## src/rtl/decode_pipe.sv

```systemverilog
// RV32 subset decoder (R-type, OP-IMM, LW, SW, LUI) with one registered output stage.
// Latency: 1 cycle from accepted instruction to out_valid; one bubble on load-use.
// Backpressure: bundle held while out_valid & !out_ready; in_ready drops on flush/hazard/full.
module decode_pipe #(
  parameter int XLEN           = 32,
  parameter int LOAD_USE_STALL = 1
) (
  input  logic            clk,
  input  logic            rst,
  input  logic            flush,
  input  logic            in_valid,
  output logic            in_ready,
  input  logic [XLEN-1:0] pc_i,
  input  logic [31:0]     inst_i,
  output logic            out_valid,
  input  logic            out_ready,
  output logic [XLEN-1:0] pc_o,
  output logic [4:0]      rs1_o,
  output logic [4:0]      rs2_o,
  output logic [4:0]      rd_o,
  output logic [XLEN-1:0] imm_o,
  output logic [3:0]      alu_op_o,
  output logic            alu_src_o,
  output logic            reg_we_o,
  output logic            mem_re_o,
  output logic            mem_we_o,
  output logic            mem_to_reg_o,
  output logic            illegal_o
);

  localparam logic [3:0] ALU_ADD = 4'b0010, ALU_SUB = 4'b0110, ALU_AND = 4'b0000,
                         ALU_OR  = 4'b0001, ALU_XOR = 4'b0011, ALU_SLL = 4'b0100,
                         ALU_SRL = 4'b0101, ALU_SRA = 4'b0111, ALU_SLT = 4'b1000,
                         ALU_SLTU = 4'b1001, ALU_PASSB = 4'b1010;

  logic [6:0] opcode, funct7;
  logic [2:0] funct3;
  logic [4:0] rs1_f, rs2_f, rd_f;

  assign opcode = inst_i[6:0];
  assign rd_f   = inst_i[11:7];
  assign funct3 = inst_i[14:12];
  assign rs1_f  = inst_i[19:15];
  assign rs2_f  = inst_i[24:20];
  assign funct7 = inst_i[31:25];

  function automatic logic [3:0] f3_op(input logic [2:0] f3, input logic alt);
    case (f3)
      3'b000:  f3_op = alt ? ALU_SUB : ALU_ADD;
      3'b001:  f3_op = ALU_SLL;
      3'b010:  f3_op = ALU_SLT;
      3'b011:  f3_op = ALU_SLTU;
      3'b100:  f3_op = ALU_XOR;
      3'b101:  f3_op = alt ? ALU_SRA : ALU_SRL;
      3'b110:  f3_op = ALU_OR;
      default: f3_op = ALU_AND;
    endcase
  endfunction

  // Immediates built at 64 bits and truncated so both XLEN values share one path.
  logic [63:0] imm_i64, imm_s64, imm_u64;
  assign imm_i64 = {{52{inst_i[31]}}, inst_i[31:20]};
  assign imm_s64 = {{52{inst_i[31]}}, inst_i[31:25], inst_i[11:7]};
  assign imm_u64 = {{32{inst_i[31]}}, inst_i[31:12], 12'b0};

  logic [3:0]  d_op;
  logic [63:0] d_imm;
  logic        d_src, d_we, d_re, d_mw, d_m2r, d_ill, use_rs1, use_rs2, use_rd, is_load;

  always_comb begin
    d_op = ALU_ADD; d_imm = '0; d_src = 1'b0; d_we = 1'b0; d_re = 1'b0; d_mw = 1'b0;
    d_m2r = 1'b0; d_ill = 1'b0; use_rs1 = 1'b0; use_rs2 = 1'b0; use_rd = 1'b0; is_load = 1'b0;
    case (opcode)
      7'b0110011: begin
        use_rs1 = 1'b1; use_rs2 = 1'b1; use_rd = 1'b1; d_we = 1'b1;
        d_op  = f3_op(funct3, funct7[5]);
        d_ill = !(funct7 == 7'b0000000 ||
                  (funct7 == 7'b0100000 && (funct3 == 3'b000 || funct3 == 3'b101)));
      end
      7'b0010011: begin
        use_rs1 = 1'b1; use_rd = 1'b1; d_we = 1'b1; d_src = 1'b1; d_imm = imm_i64;
        d_op = f3_op(funct3, (funct3 == 3'b101) && inst_i[30]);
        if (funct3 == 3'b001)
          d_ill = (funct7 != 7'b0000000);
        else if (funct3 == 3'b101)
          d_ill = (funct7 != 7'b0000000) && (funct7 != 7'b0100000);
      end
      7'b0000011: begin
        use_rs1 = 1'b1; use_rd = 1'b1; d_we = 1'b1; d_src = 1'b1; d_imm = imm_i64;
        d_re = 1'b1; d_m2r = 1'b1; is_load = 1'b1;
        d_ill = (funct3 != 3'b010);
      end
      7'b0100011: begin
        use_rs1 = 1'b1; use_rs2 = 1'b1; d_src = 1'b1; d_imm = imm_s64; d_mw = 1'b1;
        d_ill = (funct3 != 3'b010);
      end
      7'b0110111: begin
        use_rd = 1'b1; d_we = 1'b1; d_src = 1'b1; d_imm = imm_u64; d_op = ALU_PASSB;
      end
      default: d_ill = 1'b1;
    endcase
    // Illegal encodings travel downstream as an inert bundle with only illegal set.
    if (d_ill) begin
      d_op = 4'b0000; d_imm = '0; d_src = 1'b0; d_we = 1'b0; d_re = 1'b0; d_mw = 1'b0;
      d_m2r = 1'b0; use_rs1 = 1'b0; use_rs2 = 1'b0; use_rd = 1'b0; is_load = 1'b0;
    end
  end

  logic       ld_pend;
  logic [4:0] ld_rd;
  logic       hazard, slot_free, xfer;

  assign hazard = (LOAD_USE_STALL != 0) && ld_pend && in_valid &&
                  ((use_rs1 && rs1_f != 5'd0 && rs1_f == ld_rd) ||
                   (use_rs2 && rs2_f != 5'd0 && rs2_f == ld_rd));
  assign slot_free = !out_valid || out_ready;
  assign in_ready  = !rst && !flush && !hazard && slot_free;
  assign xfer      = in_valid && in_ready;

  always_ff @(posedge clk) begin
    if (rst) begin
      out_valid <= 1'b0; ld_pend <= 1'b0; ld_rd <= '0;
      pc_o <= '0; rs1_o <= '0; rs2_o <= '0; rd_o <= '0; imm_o <= '0;
      alu_op_o <= '0; alu_src_o <= 1'b0; reg_we_o <= 1'b0; mem_re_o <= 1'b0;
      mem_we_o <= 1'b0; mem_to_reg_o <= 1'b0; illegal_o <= 1'b0;
    end else if (flush) begin
      out_valid <= 1'b0;
      ld_pend   <= 1'b0;
    end else if (xfer) begin
      out_valid    <= 1'b1;
      pc_o         <= pc_i;
      rs1_o        <= use_rs1 ? rs1_f : 5'd0;
      rs2_o        <= use_rs2 ? rs2_f : 5'd0;
      rd_o         <= use_rd ? rd_f : 5'd0;
      imm_o        <= d_imm[XLEN-1:0];
      alu_op_o     <= d_op;
      alu_src_o    <= d_src;
      reg_we_o     <= d_we && (rd_f != 5'd0);
      mem_re_o     <= d_re;
      mem_we_o     <= d_mw;
      mem_to_reg_o <= d_m2r;
      illegal_o    <= d_ill;
      ld_pend      <= is_load && (rd_f != 5'd0);
      if (is_load && rd_f != 5'd0) ld_rd <= rd_f;
    end else if (hazard && slot_free) begin
      out_valid <= 1'b0;
      ld_pend   <= 1'b0;
    end else if (out_ready) begin
      out_valid <= 1'b0;
    end
  end

endmodule

```

## config.mk

```make
export PLATFORM = sky130hd
export DESIGN_NAME = decode_pipe
export DESIGN_NICKNAME = d
export VERILOG_FILES = /design/src/rtl/decode_pipe.sv
export SDC_FILE = /design/constraint.sdc
export NUM_CORES = 1
export LEC_CHECK = 0
export CORE_ASPECT_RATIO = 1.5
export CORE_MARGIN = 2
export CORE_UTILIZATION = 30
export DETAILED_ROUTE_END_ITERATION = 6
export GPL_TIMING_DRIVEN = 0
export PLACE_DENSITY = 0.68
export SKIP_LAST_GASP = 1
export SLEW_MARGIN = 20
export SYNTH_ARGS = -nofsm -noshare
export SYNTH_HDL_FRONTEND = slang
export SYNTH_SLANG_ARGS = --single-unit
```

## constraint.sdc

```tcl
create_clock -name clk -period 2.7 [get_ports clk]
set_clock_uncertainty 0.15 [all_clocks]
set_input_delay 0.405 -clock clk [delete_from_list [all_inputs] [get_ports clk]]
set_output_delay 0.405 -clock clk [all_outputs]
set_load 0.005 [all_outputs]
```

== After elaboration in Yosys (flattened, before gate mapping) ==
Index checks and enable logic that the tools add are counted.
Word-level totals
  input port bits: 69
  register bits after elaboration: 95
  word-level logic and storage cells: 106
  output and inout port bits: 91
Operators by class
  reductions and logical operators: 42
  eq/ne operators: 16
  bitwise logic cells: 1
  muxes and demuxes: 33
Operators by type and width (count)
  $pmux 32 s3: 1
  $pmux 4 s7: 2
  $mux 32: 1
  $eq 7x6->1 const B: 4
  $mux 1: 19
  $logic_and 1x1->1: 16
  $mux 5: 3
  $reduce_bool 5->1: 3
  $pmux 4 s3: 1
  $reduce_or 4->1: 3
  $eq 5x5->1: 2
  $eq 3x3->1 const B: 3
  $reduce_or 2->1: 4
  $eq 7x2->1 const B: 1
  $eq 7x5->1 const B: 1
  $logic_not 7->1: 1
  $ne 7x6->1 const B: 1
  $reduce_bool 7->1: 1
  $eq 3x2->1 const B: 2
  $mux 3: 2
  $logic_not 1->1: 5
  $logic_or 1x1->1: 4
  $mux 2: 2
  $mux 4: 1
  other kinds (9): 9

== Logic depth before layout (Yosys ltp) ==
  word-level depth: 16
  mapped depth: 9
  depth with buffers taken out: 6

== Least setup slack after synthesis ==
Ideal clock, no wire load.
  kind: input-to-output
  from: input port inst_i[25]
  to: output port in_ready
  stages: 7
  buffers on the path: 2
  setup slack: 0.097 ns
  data required time: 2.145 ns
  arrival time: 2.048 ns
  cells stage by stage: or4_4 > o31ai_4 > o21ai_1 > a211oi_2 > buf_4 > buf_2 > a21oi_1
On the way
  word-level cells in the longest chain between the ends: 13
  elaborated cells on any way between the ends: 22
  those cells by class: 2 x eq/ne; 5 x mux; 15 x reduce/logical
Ends and longest elaborated chain
  start: declaration: RTL line 14  | input logic [31:0] inst_i,
  $ne 7x6->1 (tied with other cells): RTL line 86  | d_ill = (funct7 != 7'b0000000) && (funct7 != 7'b0100000);
  $logic_and 1x1->1 (on tied branches): RTL line 86, 78
  $mux 1 or $logic_or 1x1->1 (tied branches): RTL line 85, 77
  $mux 1 or $logic_not 1->1 (tied branches): RTL line 83, 77
  $pmux 1 s4 (*): RTL line 73  | case (opcode)
  $mux 1: RTL line 103  | if (d_ill) begin
  $logic_and 1x1->1 (on tied branches) (2 in a row): RTL line 114, 115
  $logic_or 1x1->1 (*): RTL line 114  | ((use_rs1 && rs1_f != 5'd0 && rs1_f == ld_rd) ||
  $logic_and 1x1->1 (*): RTL line 113  | assign hazard = (LOAD_USE_STALL != 0) && ld_pend && in_valid &&
  $logic_not 1->1 (*): RTL line 117  | assign in_ready = !rst && !flush && !hazard && slot_free;
  $logic_and 1x1->1 (*) (2 in a row): RTL line 117
  end: declaration: RTL line 12  | output logic in_ready,
Every way passes the cells marked *; elsewhere a longest branch is shown, timed or not.

== Worst setup path after layout ==
  from: input port inst_i[26]
  to: output port in_ready
The elaborated chain is that of the path after synthesis.

==> metrics.txt <==
status finished with violations; failing checks setup timing; critical path's slowest cell or4_4; CTS Buf Count 9; number of synthesized flops with an enable pin 0; CP Launch Type input pin; Die Area 0.0156 sq mm; DP HPWL 12.2 mm; cells along the critical path buf_2 > or4_4 > o31ai_4 > o21ai_2 > a211oi_2 > buf_6 > buf_8 > a21oi_2 > buf_2; Top delay family on crit path compound AO/OA/AOI/OAI gates; dpl ws -1430 ps; initial antenna violation count 0; DR WL/cell 18.0 um; final setup fails 1; largest net degree at the start of global routing 15; root buffer cell clkbuf_16; Synth Instances 517; CTS clock-pin slew for the worst setup and hold paths 60 ps; Worst R2R End imm_o[26]$_SDFFE_PP0P_; sequential fraction of the synthesis area 43.4%; Initial Util between 30% and 40%; R2R Path Start ld_rd[2]$_SDFFE_PP0P_; crit path DAT 2210 ps; fin util between 40% and 50%; average size of a mapped cell 8.48 sq um; Yosys cell types 50; Tcrit/Tclk final 102%; Buffers on Ports 156; DRC violations left 0; Worst EP required 2140 ps; worst-margin pin slew 641 ps; first-pass GRT wire length 24.9 mm; Period minus WS final 2760 ps; clk buf depth 2; Worst Hold Margin about 170 ps; Leakage approximately 2.4 nW; CTS Sinks 95; Top Ports 160; total global routing overflow 0; hold path depth 2; # H-tree levels 3; slack of the critical path -60.7 ps; Syn Nets approximately 600; R2R depth 9; Core Area between 0.01 and 0.015 sq mm; Max-Cap Viols 0; Crit Path Max Fanout 3; later-pin clock latency in the skew report around 340 ps; vias in the first global route 4904; Worst path max stage delay 570 ps; Hold Path End imm_o[8]$_SDFFE_PP0P_; Synth Warn # 0; Routed WL 16.1 mm; #FFs+latches synth 95; die height 152 um; iteration-0 DRC count of the detailed router 380; CTS tree built; prevailing post-synth register cell dfxtp_1; Final ANT Viol Nets 0; worst path buffer plus inverter count 4; layout cells sized above 1 between 10% and 20%; cell row count 54; RSZ-0062 raised after global routing true; drt pass-1 iters 4; Worst R2R Setup Slack approximately 290 ps; Ant. Diodes 0; Finished Layout Cells 895; final slew viol count 0; width of the die 103 um; area delta synth->final 52.4%; Final Hold Vio Count 0; Worst Hold Launch inst_i[28]; fraction of registers with async set/reset 0%; Vias 4804; aggregate global-route resource usage 20.3%; gpl congestion about 0.9; Synth Cell Area 0.00438 sq mm; power per cell area 467 mW/mm^2; placed cell count 869; hold-fix buffers at CTS 0; # nets final 764; Most common cell on crit path buf_2; vias per cell ~5.4; Power Total about 3.1 mW; Slew HR 56.9%; Max Clk Rate 0.362 GHz; CP endpoint kind output pin; class of the worst hold path in -> reg; VDD IR max ~0.26 mV; WS Path Type in -> out
## cells in the mapped netlist (2+ instances only)
library cell	instances	share of area, %
a211oi_1	2	0.34
a21oi_1	63	7.2
a31o_1	28	5.6
a31oi_1	5	0.71
a41oi_1	2	0.40
and2_1	3	0.43
and3_1	3	0.43
buf_1	8	0.68
buf_2	9	1.0
buf_4	9	1.5
clkbuf_1	31	2.7
dfxtp_1	95	43
inv_1	5	0.43
nand2_1	21	1.8
nand2b_1	4	0.57
nand3_1	42	4.8
nand4_1	6	0.86
nor2_1	6	0.51
nor2b_1	8	1.1
nor3_1	6	0.68
nor3b_1	3	0.51
nor4_1	23	3.3
o211a_1	7	1.6
o211ai_1	25	4.3
o21ai_0	5	0.57
o21ai_1	57	6.5
o31ai_1	5	0.86
o32ai_1	2	0.40
or2_2	3	0.43
or4_1	3	0.51
xnor2_1	3	0.60
xor2_1	7	1.4
## worst max-delay path by stage
stage,from,endpoint,cells past startpoint
finish,inst_i[26],in_ready,9
global route,inst_i[25],in_ready,9
CTS,inst_i[6],in_ready,9
detailed placement,inst_i[0],in_ready,9
global placement,inst_i[0],in_ready,9
floorplan,inst_i[25],in_ready,7
## repair_timing
action | CTS | global route
resized for setup | 39 | 34
endpoints found under the setup margin | 96 | 87
pin swaps | 7 | 6
gates cloned | 0 | 0
setup buffers | 9 | 2
## per-layer routing
layer | vias to the layer above | global-route usage (%) | wire length, um
met3 | 22 | 3.08 | 837
met5 | - | 0 | 0
li1 | 2307 | - | -
met1 | 2317 | 22.8 | 6420
met4 | 0 | 7.11 | 333
met2 | 158 | 37.5 | 8550
## metrics by stage
stage / instance area (sq um) / setup TNS (ps)
2_1_floorplan: 4380 / 0
3_3_place_gp: 6190 / -71340
3_5_place_dp: 6190 / -69510
4_1_cts: 6610 / -115
5_1_grt: 6680 / -144
6_report: 6680 / -60.7
## layout make-up
type	instances	area (sq um)
fillers	1413	7710
multi-input cells	359	2260
flip-flops and latches	95	1900
repair buffers	167	1640
plain buffers	57	293
clock buffers	12	246
well taps	196	245
clock inverters	3	67.6
inverters	6	22.5
## flip-flops by register name, summed over array words and instances, names as in the netlist
name / count
alu_src_o: 1
illegal_o: 1
alu_op_o: 4
imm_o: 32
rd_o: 5
reg_we_o: 1
mem_we_o: 1
out_valid: 1
ld_rd: 5
pc_o: 32
mem_to_reg_o: 1
rs2_o: 5
ld_pend: 1
rs1_o: 5
## layout by cell type (no fill, tap or decap), types with 9 or more instances in the layout
cell type,count
dlymetal6s2s_1,10
a31o_1,28
nand2_1,21
clkbuf_16,9
dfxtp_1,95
clkbuf_2,10
clkdlybuf4s50_1,134
nor4_1,22
buf_4,21
clkbuf_1,26
nand3_1,42
a21oi_1,62
buf_2,9
o21ai_1,55
o211ai_1,25
## report_power, final
| group | switching [mW] | total (mW) | internal [mW] |
|---|---|---|---|
| Combinational | 0.173 | 0.336 | 0.163 |
| Sequential | 0.00854 | 1.43 | 1.42 |
| Clock | 0.525 | 1.36 | 0.833 |
| Total | 0.707 | 3.12 | 2.41 |
## kinds of logic (layout without fill, tap and decap cells)
logic type	after synthesis	after routing	synth area share (%)
compound gates	213	213	31.2
xor+xnor	10	10	2.00
buf+inv	63	245	6.42
flops	95	95	43.4
simple gates	136	136	17.0
(Power assumes the default switching activity.)
